<file path="config.mk">
export PLATFORM = sky130hd
export DESIGN_NAME = imem_loader
export DESIGN_NICKNAME = d
export VERILOG_FILES = /design/src/rtl/imem_loader_pkg.sv /design/src/rtl/imem_loader_byte_packer.sv /design/src/rtl/imem_loader.sv
export SDC_FILE = /design/constraint.sdc
export NUM_CORES = 1
export LEC_CHECK = 0
export ABC_AREA = 1
export CAP_MARGIN = 20
export CORE_MARGIN = 5
export CORE_UTILIZATION = 40
export CTS_CLUSTER_SIZE = 25
export DETAILED_ROUTE_END_ITERATION = 8
export PLACE_DENSITY_LB_ADDON = 0.3
export SKIP_CTS_REPAIR_TIMING = 1
export SYNTH_ARGS = -nofsm -noshare
export SYNTH_HDL_FRONTEND = slang
export SYNTH_SLANG_ARGS = --single-unit
</file>
<file path="constraint.sdc">
create_clock -name clk -period 7.7 [get_ports clk]
set_clock_uncertainty 0.15 [all_clocks]
set_input_delay 1.155 -clock clk [delete_from_list [all_inputs] [get_ports clk]]
set_output_delay 1.155 -clock clk [all_outputs]
set_load 0.03 [all_outputs]
</file>
<file path="src/rtl/imem_loader_pkg.sv">
`default_nettype none
// ============================================================================
// Module      : loader_pkg
// Description : Shared types and constants for the instruction-memory boot
//               loader: loader state encoding, header length and word size.
// Revision    : 1.0  initial release
// ============================================================================
package loader_pkg;

    // Loader states, explicitly 3 bits wide.
    typedef enum logic [2:0] {
        S_IDLE = 3'd0,
        S_LEN  = 3'd1,
        S_DATA = 3'd2,
        S_CHK  = 3'd3,
        S_DONE = 3'd4,
        S_ERR  = 3'd5
    } state_t;

    // Length of the word-count header, in bytes.
    localparam int unsigned c_hdr_bytes      = 4;
    // Bytes per instruction word.
    localparam int unsigned c_bytes_per_word = 4;

endpackage : loader_pkg
`default_nettype wire

</file>
<file path="src/rtl/imem_loader_byte_packer.sv">
`default_nettype none
// ============================================================================
// Module      : byte_packer
// Description : Shifts bytes MSB-first into a 32-bit word. o_word_valid is
//               asserted combinationally in the cycle the final byte of a
//               word is presented, with o_word holding the complete word, so
//               the consumer can act on the word at that same clock edge.
//               Used for both the count header and the payload words.
// Ports       : clk, reset    - clock, asynchronous active-high reset
//               i_clear       - synchronous restart of byte position
//               i_byte_en     - a byte is being accepted this cycle
//               i_byte        - accepted byte value
//               o_word_valid  - this byte completes a word
//               o_word        - assembled word (valid with o_word_valid)
// Revision    : 1.0  initial release
// ============================================================================
module byte_packer
    import loader_pkg::*;
(
    input  logic        clk,
    input  logic        reset,
    input  logic        i_clear,
    input  logic        i_byte_en,
    input  logic [7:0]  i_byte,
    output logic        o_word_valid,
    output logic [31:0] o_word
);

    localparam logic [1:0] c_last = 2'(c_bytes_per_word - 1);

    logic [1:0]  r_cnt;
    logic [23:0] r_shift;

    always_ff @(posedge clk or posedge reset) begin
        if (reset) begin
            r_cnt   <= 2'd0;
            r_shift <= 24'd0;
        end else if (i_clear) begin
            r_cnt   <= 2'd0;
            r_shift <= 24'd0;
        end else if (i_byte_en) begin
            // Counter wraps from the last position back to 0 naturally.
            r_cnt   <= r_cnt + 2'd1;
            r_shift <= {r_shift[15:0], i_byte};
        end
    end

    assign o_word_valid = i_byte_en && (r_cnt == c_last);
    assign o_word       = {r_shift, i_byte};

endmodule : byte_packer
`default_nettype wire

</file>
<file path="src/rtl/imem_loader.sv">
`default_nettype none
// ============================================================================
// Module      : imem_loader
// Description : Boot-time loader. Receives a byte stream
//               [N: 4 bytes MSB first][N words, big-endian][XOR checksum],
//               writes the words into instruction memory starting at
//               BASE_ADDR and holds the CPU in reset until a complete,
//               checksum-verified image is present.
// Ports       : clk, reset          - clock, asynchronous active-high reset
//               in_valid/in_data    - byte source
//               in_ready            - loader accepts a byte (state decode)
//               load_req            - restart from a terminal state
//               imem_we/addr/wdata  - instruction-memory write port
//               cpu_reset           - core reset, high without valid image
//               done / error        - load verified / load failed
// Revision    : 1.0  initial release
// ============================================================================
module imem_loader
    import loader_pkg::*;
#(
    parameter int unsigned MAX_WORDS = 256,
    parameter logic [31:0] BASE_ADDR = 32'h0000_0000
)
(
    input  logic        clk,
    input  logic        reset,
    input  logic        in_valid,
    input  logic [7:0]  in_data,
    output logic        in_ready,
    input  logic        load_req,
    output logic        imem_we,
    output logic [31:0] imem_addr,
    output logic [31:0] imem_wdata,
    output logic        cpu_reset,
    output logic        done,
    output logic        error
);

    localparam int unsigned c_idx_w = $clog2(MAX_WORDS + 1);

    state_t               r_state;
    state_t               w_state_nxt;
    logic [c_idx_w-1:0]   r_index;
    logic [c_idx_w-1:0]   r_count;
    logic [c_idx_w-1:0]   w_index_inc;
    logic [7:0]           r_xor;
    logic                 w_accept;
    logic                 w_restart;
    logic                 w_pack_en;
    logic                 w_word_valid;
    logic [31:0]          w_word;

    assign in_ready    = (r_state == S_LEN) || (r_state == S_DATA) || (r_state == S_CHK);
    assign w_accept    = in_valid && in_ready;
    assign w_restart   = load_req && ((r_state == S_DONE) || (r_state == S_ERR));
    assign w_pack_en   = w_accept && ((r_state == S_LEN) || (r_state == S_DATA));
    assign w_index_inc = r_index + 1'b1;

    byte_packer u_packer (
        .clk          (clk),
        .reset        (reset),
        .i_clear      (w_restart),
        .i_byte_en    (w_pack_en),
        .i_byte       (in_data),
        .o_word_valid (w_word_valid),
        .o_word       (w_word)
    );

    // ------------------------------------------------------------------
    // State register
    // ------------------------------------------------------------------
    always_ff @(posedge clk or posedge reset) begin
        if (reset) begin
            r_state <= S_IDLE;
        end else begin
            r_state <= w_state_nxt;
        end
    end

    // ------------------------------------------------------------------
    // Next-state logic
    // ------------------------------------------------------------------
    always_comb begin
        w_state_nxt = r_state;
        unique case (r_state)
            S_IDLE: w_state_nxt = S_LEN;
            S_LEN: begin
                if (w_word_valid) begin
                    // Full 32-bit compare: huge counts must not alias into range.
                    if (w_word > 32'(MAX_WORDS)) begin
                        w_state_nxt = S_ERR;
                    end else if (w_word == 32'd0) begin
                        w_state_nxt = S_CHK;
                    end else begin
                        w_state_nxt = S_DATA;
                    end
                end
            end
            S_DATA: begin
                if (w_word_valid && (w_index_inc == r_count)) begin
                    w_state_nxt = S_CHK;
                end
            end
            S_CHK: begin
                if (w_accept) begin
                    w_state_nxt = (in_data == r_xor) ? S_DONE : S_ERR;
                end
            end
            S_DONE, S_ERR: begin
                if (load_req) begin
                    w_state_nxt = S_LEN;
                end
            end
            default: w_state_nxt = S_IDLE;
        endcase
    end

    // ------------------------------------------------------------------
    // Datapath and registered outputs. Status outputs are derived from the
    // next state so they change in the same cycle the state does.
    // ------------------------------------------------------------------
    always_ff @(posedge clk or posedge reset) begin
        if (reset) begin
            r_index    <= '0;
            r_count    <= '0;
            r_xor      <= 8'd0;
            imem_we    <= 1'b0;
            imem_addr  <= BASE_ADDR;
            imem_wdata <= 32'd0;
            cpu_reset  <= 1'b1;
            done       <= 1'b0;
            error      <= 1'b0;
        end else begin
            imem_we   <= 1'b0;
            done      <= (w_state_nxt == S_DONE);
            error     <= (w_state_nxt == S_ERR);
            cpu_reset <= (w_state_nxt != S_DONE);

            if (w_restart) begin
                r_index <= '0;
                r_count <= '0;
                r_xor   <= 8'd0;
            end else begin
                // Only the low bits are kept; out-of-range counts go to S_ERR.
                if ((r_state == S_LEN) && w_word_valid) begin
                    r_count <= w_word[c_idx_w-1:0];
                end
                if ((r_state == S_DATA) && w_accept) begin
                    r_xor <= r_xor ^ in_data;
                end
                if ((r_state == S_DATA) && w_word_valid) begin
                    imem_we    <= 1'b1;
                    imem_addr  <= BASE_ADDR + (32'(r_index) << 2);
                    imem_wdata <= w_word;
                    r_index    <= w_index_inc;
                end
            end
        end
    end

endmodule : imem_loader
`default_nettype wire

</file>
# After elaboration in Yosys (flattened, before gate mapping)
# Cells that the tools add are included.
[word_totals]
in_bits = 12
wordCells = 67
output_inout_bits = 69
reg_bits = 100
[classes]
bitwise = 2
reduce_logical = 19
n_lt_le_gt_ge = 1
addsub = 2
eq_ne = 11
muxes = 20
[op_table]
columns = ["operator", "n"]
rows = [
  ["two-way mux 24 bit", 2],
  ["two-way mux 9 bit", 4],
  ["greater-than comparator 32 x 9 -> 1 bit (second input constant)", 1],
  ["logical NOT 32 bit", 1],
  ["two-way mux 8 bit", 2],
  ["two-way mux 3 bit", 5],
  ["case mux 3 bit (5 select lines)", 1],
  ["== test 3 bit (second input constant)", 4],
  ["adder 9 x 1 -> 9 bit (second input constant)", 1],
  ["== test 9 bit", 1],
  ["== test 8 bit", 1],
  ["logical AND 1 bit", 8],
  ["nonzero test 2 bit", 4],
  ["bitwise XOR 8 bit", 1],
  ["== test 3 x 2 -> 1 bit (second input constant)", 2],
  ["two-way mux 1 bit", 4],
  ["two-way mux 2 bit", 2],
  ["== test 3 x 1 -> 1 bit (second input constant)", 1],
  ["logical NOT 3 bit", 1],
  ["logical OR 1 bit", 3],
  ["!= test 3 bit (second input constant)", 1],
  ["adder 2 x 1 -> 2 bit (second input constant)", 1],
  ["== test 2 bit (second input constant)", 1],
  ["AND reduction 2 bit", 1],
  ["other kinds (2)", 2],
]

# Depth between registers and ports, before layout
# Gate-level depths: netlist (run 1).
[logic_depth]
depth_word = 10
ltp_mapped = 13
mapped_depth_nobuf = 13

# Modules after synthesis
# A second synthesis (run 1) with hierarchy kept.
[hier_totals]
cells_unflattened = 580
area_unflattened_um2 = 4715.8
[modules_own_cells]
columns = ["mod", "cells_each", "seq_area_each_um2", "instances", "area_each_um2"]
rows = [
  ["imem_loader", 454, 1853.0, 1, 3583.4],
  ["byte_packer", 126, 650.6, 1, 1132.3],
]

# Worst setup path before layout (run 1)
# No wires, ideal clock.
[synth_timing]
path_type = "input-to-reg"
from = "input port in_valid"
to = "register imem_wdata[10]"
arrival_ns = 2.054
path_buffers = 2
required_time_ns = 7.420
path_slack_ns = 5.366
setup_ns = 0.130
path_stages = 7
cell_sequence = "nand4_2 nor2_4 inv_2 buf_6 buf_2 nand2_1 o21ai_0"
[synth_via]
elab_chain_len = 5
[synth_lines]
columns = ["item", "line_no", "text"]
rows = [
  ["from (decl)", "imem_loader.sv:27", "input logic in_valid,"],
  ["logical AND 1 bit", "imem_loader.sv:54", "assign w_accept = in_valid && in_ready;"],
  ["logical AND 1 bit", "imem_loader.sv:56", "assign w_pack_en = w_accept && ((r_state == S_LEN) || (r_state == S_DATA));"],
  ["logical AND 1 bit", "imem_loader_byte_packer.sv:48", "assign o_word_valid = i_byte_en && (r_cnt == c_last);"],
  ["logical AND 1 bit", "imem_loader.sv:151", "if ((r_state == S_DATA) && w_word_valid) begin"],
  ["AND reduction 2 bit (no source line)", "-", ""],
  ["to (signal assigned)", "imem_loader.sv:154", "imem_wdata <= w_word;"],
  ["to (decl)", "imem_loader.sv:33", "output logic [31:0] imem_wdata,"],
]
# Every way passes these cells.
# A chain may end at the register's enable or synchronous reset.

# Worst setup path after layout (run 1)
[layout_timing]
from = "input port in_valid"
to = "register r_index[5]"
[layout_via]
elab_chain_len = 5
[layout_lines]
columns = ["item", "line_no", "text"]
rows = [
  ["logical AND 1 bit", "imem_loader.sv:54", ""],
  ["logical AND 1 bit", "imem_loader.sv:56", ""],
  ["logical AND 1 bit", "imem_loader_byte_packer.sv:48", ""],
  ["logical AND 1 bit", "imem_loader.sv:151", ""],
  ["nonzero test 2 bit (no source line)", "-", ""],
  ["to (signal assigned)", "imem_loader.sv:155", "r_index <= w_index_inc;"],
  ["to (decl)", "imem_loader.sv:43", "logic [c_idx_w-1:0] r_index;"],
]
# Every way passes these cells.

==> impl_results.rst, run 1 <==
.. list-table::
   :header-rows: 1

   * - Metric
     - Value
   * - Multi-input gate area
     - between 1500 and 2000 um2
   * - I/O pins
     - 81
   * - Drt total wl
     - between 9 and 10 mm
   * - Sequential cell area
     - 2500 um2
   * - Fraction of the cycle the final worst path needs
     - 0.430
   * - # diodes
     - 0
   * - Standard-cell row count
     - 39
   * - Max_cap viols
     - 0
   * - Initial antenna violation count
     - 0
   * - Max rail drop VDD
     - 0.000134 V
   * - Flop and latch count out of synthesis
     - 100
   * - Final routed wire length divided by cell count
     - between 10 and 15 um
   * - CTS tree
     - done
   * - Clock tree root buffer cell
     - clkbuf_16
   * - Starting DRT DRC Count
     - 177
   * - Clock period minus worst slack
     - 3310 ps
   * - Share of the synthesized area in compound gates (AO/OA/AOI/OAI)
     - 0.116
   * - Adder and majority cell fraction of the synthesized area
     - 0.00545
   * - Vias per cell
     - 4.87
   * - Slowest library cell on the worst path
     - clkdlybuf4s50_1
   * - Deepest clock path buffer count
     - 2
   * - Netlist area before placement
     - approximately 4600 um2
   * - Initial Utilization
     - 0.405
   * - Critical Path AT
     - approximately 3400 ps
   * - Sort of element at the start of the critical path
     - input port
   * - Length in cells of the worst reg-to-reg path
     - 6
   * - Logic depth of the worst setup path including buffers
     - 7
   * - Via count
     - 3,551
   * - GR Overflow Total
     - 0
   * - Gate count after technology mapping
     - between 500 and 600
   * - Worst min-delay path class
     - reg2reg
   * - Half-perimeter wire length after placement
     - between 7 and 8 mm
   * - Power density of the placed cells
     - ~290 nW/um2
   * - Drt first pass iters
     - 5
   * - Final non-filler cell total
     - about 730
   * - Sequential area share after synthesis
     - 0.546
   * - Crit path max-delay family
     - buffers and inverters
   * - Synthesis warning total
     - 0
   * - Multiplexer area fraction after synthesis
     - 0
   * - Synth Area per Inst
     - around 8.6 um2
   * - Worst path max stage delay
     - between 500 and 600 ps
   * - Pin count of the biggest net entering global routing
     - between 80 and 90
   * - Main combinational cell family by area after synthesis
     - simple AND/OR/NAND/NOR gates
   * - Run status
     - complete, no violations
   * - Placeable core region
     - approximately 11,000 um2
   * - Start point of the critical path
     - in_valid
   * - End of the worst register-to-register path
     - u_packer.r_shift[21]$_DFFE_PP0P_
   * - Highest fanout seen on the critical path
     - 45
   * - Number of buffers inserted by port buffering
     - 57
   * - Share of post-route cells with drive strength above 1
     - 0.0495
   * - Data required time of the critical path
     - just under 8000 ps
   * - Htree depth
     - 3
   * - Endpoint of the most critical setup path
     - r_index[5]$_DFFE_PP0P_
   * - DRC violations left
     - 0
   * - Simple-gate share of the synthesized area
     - 0.198
   * - Die H
     - ~120 um
   * - Clock transition at the register clock pins on the worst setup and hold paths after CTS
     - 70 ps
   * - Fill count
     - about 1,100
   * - Die width
     - 117 um
   * - Reg-to-reg startpoint
     - r_state[2]$_DFF_PP0_
   * - Nets
     - a little under 600
   * - Global-route wire length before repair
     - 16.4 mm
   * - Total Neg Setup Slack
     - 0 ps
   * - Sinks on the clock net
     - 100
   * - Fmax
     - between 300 and 400 MHz
   * - Final-report hold violation count
     - 0
   * - Critical path buffers and inverters
     - 3
   * - Number of buffers created by CTS
     - 9
   * - Count of antenna-violating nets left after detailed routing
     - 0
   * - Routability Congestion
     - roughly 0.85
   * - RSZ-0062 raised after global routing
     - false
   * - Layout area overhead
     - 20.1%
   * - Clock latency on the worst-skew pair
     - roughly 340 ps
   * - Worst reg2reg setup slack
     - a little over 5000 ps
   * - Post-synthesis cell type count
     - 30
   * - Leakage power summed over all cells
     - around 2.6 nW
   * - Post-synthesis xor/xnor area fraction
     - 0.0210
   * - Pins over their slew limit
     - 0
   * - Relative slew slack
     - 0.561
   * - Pin slew with the least headroom to its limit
     - 658 ps
   * - Capturing element type of the critical path
     - flip-flop
   * - Area of the die
     - about 14,000 um2
   * - Worst setup path class
     - in2reg
   * - Via count of the first global-routing pass
     - ~3,400
   * - Cell chain of the critical path
     - clkdlybuf4s50_1 > nand4_2 > nor2_4 > inv_2 > buf_12 > nand2_1 > o21ai_0
   * - Placed Cells
     - ~700
   * - Final setup violating endpoints
     - 0
   * - Combined global-route utilization of all metal layers
     - 0.151
## routing by layer
metal | share of wire | vias up | global-route usage | wire, um
li1 | - | 1758 | - | -
met1 | 0.47 | 1692 | 0.215 | 4640
met2 | 0.47 | 89 | 0.235 | 4680
met3 | 0.049 | 12 | 0.0303 | 488
met4 | 0.014 | 0 | 0.0489 | 139
met5 | 0 | - | 0 | 0
## worst min-delay path, delay by kind of cell (launching register included)
| family | cells | cell delay, ps |
|---|---|---|
| DFF | 1 | 340 |
| and+or+nand+nor | 1 | 50 |
| AOI/OAI and AO/OA | 1 | 50 |
## how the worst min path moves through the flow
stage                                        from  depth (start not counted)                             to
floorplan           u_packer.r_cnt[1]$_DFFE_PP0P_                          2  u_packer.r_cnt[1]$_DFFE_PP0P_
global placement        imem_wdata[3]$_DFFE_PP0P_                          2      imem_wdata[3]$_DFFE_PP0P_
detailed placement     imem_wdata[27]$_DFFE_PP0P_                          2     imem_wdata[27]$_DFFE_PP0P_
CTS                    imem_wdata[27]$_DFFE_PP0P_                          2     imem_wdata[27]$_DFFE_PP0P_
global route             imem_addr[4]$_DFFE_PP0P_                          2       imem_addr[4]$_DFFE_PP0P_
finish                   imem_addr[4]$_DFFE_PP0P_                          2       imem_addr[4]$_DFFE_PP0P_
## Yosys cell counts
master      n  share of area
inv_2       2         0.0016
o21ai_0    72          0.079
and2_1      1         0.0014
nand2_1   126           0.10
buf_4      24          0.039
o21bai_4    1         0.0041
conb_1      1        0.00082
nor2_4      1         0.0025
buf_2      10          0.011
nand3_1    44          0.048
o22ai_1    15          0.020
inv_1      65          0.053
o31ai_1     2         0.0033
buf_6       1         0.0025
ha_1        2         0.0055
a31oi_1     1         0.0014
xor2_1      1         0.0019
nand2_2     1         0.0014
a21oi_1     2         0.0022
dfstp_2     1         0.0057
a21oi_4     1         0.0035
dfrtp_1    99           0.54
nand4_1     8          0.011
xnor2_1    10          0.019
nand4_2     1         0.0027
clkbuf_1    8         0.0065
o21ai_1     2         0.0022
nand3_4     1         0.0038
nor3_1      4         0.0044
nor2_1     24          0.020
## cell type report
type / count / share of cell area
sequential: 100 / 0.454
multi-input combinational: 343 / 0.299
timing repair buffer: 61 / 0.115
inverter: 67 / 0.0461
clock buffer: 9 / 0.0409
tap: 143 / 0.0325
clock inverter: 6 / 0.0129
## cell usage in the layout (no fill, tap or decap), types with 2 or more instances in the layout
master | synthesis | routed
inv_2 | 2 | 2
buf_4 | 24 | 2
nand2_1 | 126 | 126
nand4_1 | 8 | 8
inv_6 | 0 | 2
conb_1 | 1 | 23
clkdlybuf4s50_1 | 0 | 57
o31ai_1 | 2 | 2
nor3_1 | 4 | 4
o22ai_1 | 15 | 15
o21ai_0 | 72 | 72
o21ai_1 | 2 | 2
dfrtp_1 | 99 | 99
inv_1 | 65 | 64
ha_1 | 2 | 2
xnor2_1 | 10 | 10
nor2_1 | 24 | 24
clkbuf_16 | 0 | 9
nand3_1 | 44 | 44
a21oi_1 | 2 | 2
## registers in the layout, indices dropped and copies added, names as in the netlist, 2 cells and up
| register | flops |
|---|---|
| r_xor | 8 |
| imem_addr | 9 |
| u_packer.r_shift | 24 |
| imem_wdata | 32 |
| r_index | 9 |
| r_count | 9 |
| r_state | 3 |
| u_packer.r_cnt | 2 |
## where the power goes
group | switching (mW) | internal [mW]
Combinational | 0.295 | 0.139
Clock | 0.199 | 0.254
Sequential | 0.0618 | 0.630
## cell families after synthesis
kind of cell | Yosys count
other | 1
and+or+nand+nor | 211
AOI/OAI and AO/OA | 96
DFF | 100
xor gates and xnor gates | 11
adders and majority gates | 2
buffers and inverters | 110
## stage by stage
stage	total power, mW	area (um2)	hold slack, ps	util	worst slack [ps]
after CTS	1.59	5460	339	0.483	4190
after detailed placement	1.13	5170	322	0.456	3870
final	1.58	5510	331	0.487	4390
after floorplan	1.03	4670	323	-	3780
after global placement	1.12	5170	315	0.456	3960
after global routing	1.69	5510	360	0.487	4180
Power figures use the tool's default switching activity.
==> run 2, diff against run 1 <==
==> constraint.sdc (replaced) <==
create_clock -name clk -period 3.5 [get_ports clk]
set_clock_uncertainty 0.15 [all_clocks]
set_input_delay 0.525 -clock clk [delete_from_list [all_inputs] [get_ports clk]]
set_output_delay 0.525 -clock clk [all_outputs]
set_load 0.03 [all_outputs]
==> run 2 against run 1 <==
Global-route usage increased by 0.51 points. Die area unchanged. Non-clock buffer count increased by 1. Largest cell class unchanged. Largest power group unchanged. Flip-flop and latch count unchanged.
==> impl_results.rst, run 2 (synthesis gave the netlist of run 1 again) <==
.. list-table::
   :header-rows: 1

   * - Metric
     - Value
   * - Largest registers
     - imem_wdata: 32 flops, u_packer.r_shift: 24 flops
   * - Total Neg Setup Slack
     - 0 ps (unchanged)
   * - Clock tree root buffer cell
     - clkbuf_16
   * - Multi-input gate area
     - 1650 um2 (unchanged)
   * - DRC violations left
     - 0 (unchanged)
   * - Relative slew slack
     - 0.537 (-0.0237)
   * - Fill count
     - 1,100 (+3.3%)
   * - Worst setup path class
     - in2reg
   * - Sequential cell area
     - 2500 um2 (unchanged)
   * - Register with the highest flop count
     - imem_wdata
   * - Layout area overhead
     - 20.5%
   * - Max_cap viols
     - 0 (unchanged)
   * - CTS tree
     - done
   * - Routability Congestion
     - 0.870 (+2.0%)
   * - Area of the die
     - 13,700 um2 (unchanged)
   * - Capturing element type of the critical path
     - flip-flop
   * - Via count
     - 3,545 (-0.17%)
   * - Placeable core region
     - 11,300 um2 (unchanged)
   * - Clock transition at the register clock pins on the worst setup and hold paths after CTS
     - 70 ps (about the same)
   * - Via count of the first global-routing pass
     - 3,416 (+1.1%)
   * - Length in cells of the worst reg-to-reg path
     - 7 (+1)
   * - Max rail drop VDD
     - 0.000290 V (+120%)
   * - Combined global-route utilization of all metal layers
     - 0.157 (+0.00506)
   * - Worst min-delay path class
     - reg2reg
   * - Final setup violating endpoints
     - 0 (unchanged)
   * - I/O pins
     - 81 (unchanged)
   * - Die width
     - 117 um (unchanged)
   * - Pin slew with the least headroom to its limit
     - 693 ps (+35.4 ps)
   * - Drt first pass iters
     - 5 (unchanged)
   * - # diodes
     - 0 (unchanged)
   * - Fmax
     - 417 MHz
   * - Leading cell types in the layout, fill and taps excluded
     - nand2_1 (126), dfrtp_1 (99), o21ai_0 (72)
   * - Fraction of the cycle the final worst path needs
     - 0.686
   * - Standard-cell row count
     - 39 (unchanged)
   * - Commonest non-fill, non-tap cell in the layout
     - nand2_1
   * - Final routed wire length divided by cell count
     - 14.0 um (+2.4%)
   * - Highest fanout seen on the critical path
     - 39 (-13%)
   * - Hold Worst Slack
     - 336 ps (+5.15 ps)
   * - Die H
     - 117 um (unchanged)
   * - Vias per cell
     - 4.85 (-0.44%)
   * - Run status
     - complete, no violations
   * - Deepest clock path buffer count
     - 2 (unchanged)
   * - End of the worst register-to-register path
     - imem_wdata[4]$_DFFE_PP0P_
   * - Count of antenna-violating nets left after detailed routing
     - 0 (unchanged)
   * - Largest register FFs
     - 32 (unchanged)
   * - Clock period minus worst slack
     - around 2400 ps
   * - Final-report hold violation count
     - 0 (unchanged)
   * - Starting DRT DRC Count
     - 247 (+40%)
   * - Power Total
     - 3.57 mW (+130%)
   * - Pin count of the biggest net entering global routing
     - 101 (+16%)
   * - Drt total wl
     - 10.2 mm (+2.7%)
   * - Pins over their slew limit
     - 0 (unchanged)
   * - Worst min-delay path endpoint
     - imem_addr[2]$_DFFE_PP0P_
   * - Number of buffers inserted by port buffering
     - 57 (unchanged)
   * - GR Overflow Total
     - 0 (unchanged)
   * - Number of cells on the worst hold path
     - 2 (unchanged)
   * - Sort of element at the start of the critical path
     - input port
   * - Power density of the placed cells
     - 646 nW/um2 (+130%)
   * - Launch point of the worst hold path
     - imem_addr[2]$_DFFE_PP0P_
   * - Initial Utilization
     - 0.405 (unchanged)
   * - Clock latency on the worst-skew pair
     - 340 ps (about the same)
   * - Global-route wire length before repair
     - 16.8 mm (+2.2%)
   * - Initial antenna violation count
     - 0 (unchanged)
   * - Critical Path AT
     - 2460 ps (-910 ps)
   * - Nets
     - 597 (+0.17%)
   * - Data required time of the critical path
     - 3560 ps (-4200 ps)
   * - Core Util, Final
     - 0.489 (+0.00177)
   * - Sinks on the clock net
     - 100 (unchanged)
   * - Reg-to-reg startpoint
     - r_state[2]$_DFF_PP0_
   * - Leakage power summed over all cells
     - 2.59 nW (+0.45%)
   * - Worst reg2reg setup slack
     - 1210 ps (-3830 ps)
   * - RSZ-0062 raised after global routing
     - false
   * - Share of post-route cells with drive strength above 1
     - 0.0527 (+0.00323)
   * - Half-perimeter wire length after placement
     - 7.33 mm (+4.7%)
   * - Number of buffers created by CTS
     - 9 (unchanged)
   * - Htree depth
     - 3 (unchanged)
[run 2: worst max path at each step]
stage                         from                         end  slack (ps)
after floorplan              reset              done$_DFF_PP0_         210
after global placement    in_valid  imem_wdata[21]$_DFFE_PP0P_         830
after detailed placement  in_valid   imem_wdata[4]$_DFFE_PP0P_         760
after CTS                 in_valid   imem_wdata[8]$_DFFE_PP0P_        1120
after global routing      in_valid   imem_wdata[4]$_DFFE_PP0P_         890
final                     in_valid   imem_wdata[4]$_DFFE_PP0P_        1100
[run 2: layer usage]
metal,routed length [um],track usage
met2,4910,0.247
met4,129,0.0459
met5,0,0
met3,423,0.0267
met1,4750,0.224
[run 2: power by group]
part	switching [mW]	internal, mW
sequential	0.132	1.39
clock	0.450	0.638
combinational	0.659	0.308
[run 2: layout make-up]
class                   instances  area share
clock inverters                 7      0.0188
multi-input cells             343       0.297
flip-flops and latches        100       0.453
repair buffers                 62       0.112
inverters                      67      0.0459
clock buffers                   9      0.0407
well taps                     143      0.0323
[run 2: worst max-delay path, cell delays in order]
cell and delay [ps]:
clkdlybuf4s50_1 510, nand4_2 390, nor2_4 380, inv_2 200
buf_4 280, nand2_1 90, o21ai_0 80
[run 2: metrics by stage]
step | instances | setup WS (ps) | area, um2
2_1_floorplan | 553 | 208 | 4670
3_3_place_gp | 715 | 833 | 5200
3_5_place_dp | 715 | 757 | 5200
4_1_cts | 731 | 1120 | 5530
5_1_grt | 731 | 891 | 5530
6_report | 731 | 1100 | 5530
==> run 3, diff against run 2 <==
==> constraint.sdc (replaced) <==
create_clock -name clk -period 2.2 [get_ports clk]
set_clock_uncertainty 0.15 [all_clocks]
set_input_delay 0.33 -clock clk [delete_from_list [all_inputs] [get_ports clk]]
set_output_delay 0.33 -clock clk [all_outputs]
set_load 0.03 [all_outputs]
==> run 3 against run 2 <==
Critical path depth down 6. Via count rose by 2.1%. Register-to-register slack worse by 970 ps. Global-route usage up 0.36 points. Clock-buffer cell count increased by 1. Total power is 59% higher. Critical endpoint is now cpu_reset.
==> impl_results.rst, run 3 (synthesis gave the netlist of run 1 again) <==
.. list-table::
   :header-rows: 1

   * - Metric
     - Value
   * - Half-perimeter wire length after placement
     - 7.44 mm (+1.5%)
   * - Total Neg Setup Slack
     - 0 ps (unchanged)
   * - Pins over their slew limit
     - 0 (unchanged)
   * - Relative slew slack
     - 0.648 (+0.111)
   * - Critical Path AT
     - 1530 ps (-930 ps)
   * - I/O pins
     - 81 (unchanged)
   * - Pin slew with the least headroom to its limit
     - 528 ps (-166 ps)
   * - Power density of the placed cells
     - 1010 nW/um2 (+57%)
   * - Reg-to-reg startpoint
     - r_index[0]$_DFFE_PP0P_
   * - Initial Utilization
     - 0.405 (unchanged)
   * - Share of post-route cells with drive strength above 1
     - 0.0718 (+0.0191)
   * - Vias per cell
     - 4.88 (+0.57%)
   * - GR Overflow Total
     - 0 (unchanged)
   * - Clock period minus worst slack
     - between 2000 and 2500 ps
   * - Deepest clock path buffer count
     - 2 (unchanged)
   * - Highest fanout seen on the critical path
     - 1 (-97%)
   * - Starting DRT DRC Count
     - 296 (+20%)
   * - Hold Worst Slack
     - 328 ps (-7.43 ps)
   * - Cell chain of the critical path
     - clkdlybuf4s50_1
   * - Max_cap viols
     - 0 (unchanged)
   * - Via count
     - 3,619 (+2.1%)
   * - Final-report hold violation count
     - 0 (unchanged)
   * - Combined global-route utilization of all metal layers
     - 0.160 (+0.00364)
   * - Largest register FFs
     - 32 (unchanged)
   * - Drt total wl
     - 10.4 mm (+1.6%)
   * - Via count of the first global-routing pass
     - 3,526 (+3.2%)
   * - Critical path buffers and inverters
     - 1 (-2)
   * - Fill count
     - 1,088 (-1.1%)
   * - Data required time of the critical path
     - 1720 ps (-1840 ps)
   * - Commonest non-fill, non-tap cell in the layout
     - nand2_1
   * - Drt first pass iters
     - 5 (unchanged)
   * - Final design area excluding fillers
     - 5620 um2 (+1.6%)
   * - Worst setup path class
     - reg2out
   * - Run status
     - complete, no violations
   * - Launch point of the worst hold path
     - imem_wdata[3]$_DFFE_PP0P_
   * - Standard-cell row count
     - 39 (unchanged)
   * - Leakage power summed over all cells
     - 2.64 nW (+2.0%)
   * - Multi-input gate area
     - 1650 um2 (unchanged)
   * - DRC violations left
     - 0 (unchanged)
   * - Sinks on the clock net
     - 100 (unchanged)
   * - Setup Slack @ Placement
     - 40.1 ps (-717 ps)
   * - Sort of element at the start of the critical path
     - flip-flop
   * - Routability Congestion
     - 0.830 (-4.6%)
   * - Worst path max stage delay
     - 670 ps (+160 ps)
   * - Worst reg2reg setup slack
     - 240 ps (-970 ps)
   * - Pin count of the biggest net entering global routing
     - 101 (unchanged)
   * - Final routed wire length divided by cell count
     - 14.0 um (about the same)
   * - Largest registers
     - imem_wdata: 32 flops, u_packer.r_shift: 24 flops
   * - Layout area overhead
     - 22.5%
   * - Capturing element type of the critical path
     - output pin
   * - Initial antenna violation count
     - 0 (unchanged)
   * - Htree depth
     - 3 (unchanged)
   * - Placeable core region
     - 11,300 um2 (unchanged)
   * - Slowest library cell on the worst path
     - clkdlybuf4s50_1
   * - Max rail drop VDD
     - 0.000541 V (+86%)
   * - Fmax
     - 499 MHz
   * - Die width
     - 117 um (unchanged)
   * - CTS tree
     - done
   * - Sequential cell area
     - 2500 um2 (about the same)
   * - RSZ-0062 raised after global routing
     - false
   * - Setup slack after layout
     - 195 ps (-905 ps)
   * - Clock tree root buffer cell
     - clkbuf_16
   * - Start point of the critical path
     - cpu_reset$_DFF_PP1_
   * - Area of the die
     - 13,700 um2 (unchanged)
   * - Die H
     - 117 um (unchanged)
   * - Clock latency on the worst-skew pair
     - 340 ps (about the same)
   * - Nets
     - 608 (+1.8%)
   * - Crit path max-delay family
     - buffers and inverters
   * - Final setup violating endpoints
     - 0 (unchanged)
   * - Cell area after placement
     - 5300 um2 (+1.9%)
   * - Fraction of the cycle the final worst path needs
     - 0.911
   * - Leading cell types in the layout, fill and taps excluded
     - nand2_1 (126), dfrtp_1 (98), o21ai_0 (72)
   * - Worst min-delay path class
     - reg2reg
   * - Global-route wire length before repair
     - 17.1 mm (+1.9%)
   * - # diodes
     - 0 (unchanged)
   * - Register with the highest flop count
     - imem_wdata
   * - Number of buffers created by CTS
     - 9 (unchanged)
   * - Number of buffers inserted by port buffering
     - 57 (unchanged)
   * - Count of antenna-violating nets left after detailed routing
     - 0 (unchanged)
   * - Clock transition at the register clock pins on the worst setup and hold paths after CTS
     - 70 ps (about the same)
[run 3: changes by cell type in the layout (fill, tap and decap cells not counted)]
cell,change
buf_12,+1
buf_4,+10
bufinv_16,-1
clkbuf_8,+1
clkdlybuf4s50_1,-1
clkinv_4,+1
clkinvlp_4,+1
dfrtp_1,-1
dfrtp_2,+1
dlymetal6s2s_1,+1
inv_4,-1
inv_6,-3
inv_8,+2
[run 3: per-stage QoR]
stage               power, mW  utilization  cells
global route             6.05        0.496    742
global placement         4.00        0.468    726
floorplan                3.60            -    553
detailed placement       4.05        0.468    726
CTS                      5.74        0.496    742
finish                   5.69        0.496    742
[run 3: final timing paths]
check,end,depth (start not counted)
hold reg to reg,imem_wdata[3]$_DFFE_PP0P_,2
setup reg to reg,error$_DFF_PP0_,13
max in group asynchronous,cpu_reset$_DFF_PP1_,3
setup / recovery,cpu_reset,1
hold / removal,imem_wdata[3]$_DFFE_PP0P_,2
min in group asynchronous,imem_wdata[25]$_DFFE_PP0P_,3
[run 3: final cells by class]
| cell class | count | share of cell area |
|---|---|---|
| Clock inverter | 6 | 0.0140 |
| Multi-Input combinational cell | 343 | 0.293 |
| Clock buffer | 10 | 0.0425 |
| Sequential cell | 100 | 0.446 |
| Inverter | 67 | 0.0454 |
| Tap cell | 143 | 0.0318 |
| Timing Repair Buffer | 73 | 0.128 |
[run 3: layer usage]
metal  GRT usage  routed length (um)  part of all wire  up-vias
met2       0.250                4800              0.46      123
li1            -                   -                 -     1791
met5           0                   0                 0        -
met3      0.0314                 626             0.060       15
met4      0.0673                 167             0.016        0
met1       0.219                4780              0.46     1690
[run 3: power breakdown]
part           total [mW]  internal, mW  leakage [nW]  switching, mW
Clock                1.66         0.937         0.157          0.726
Sequential           2.43          2.20          1.34          0.222
Combinational        1.60         0.536          1.15           1.07
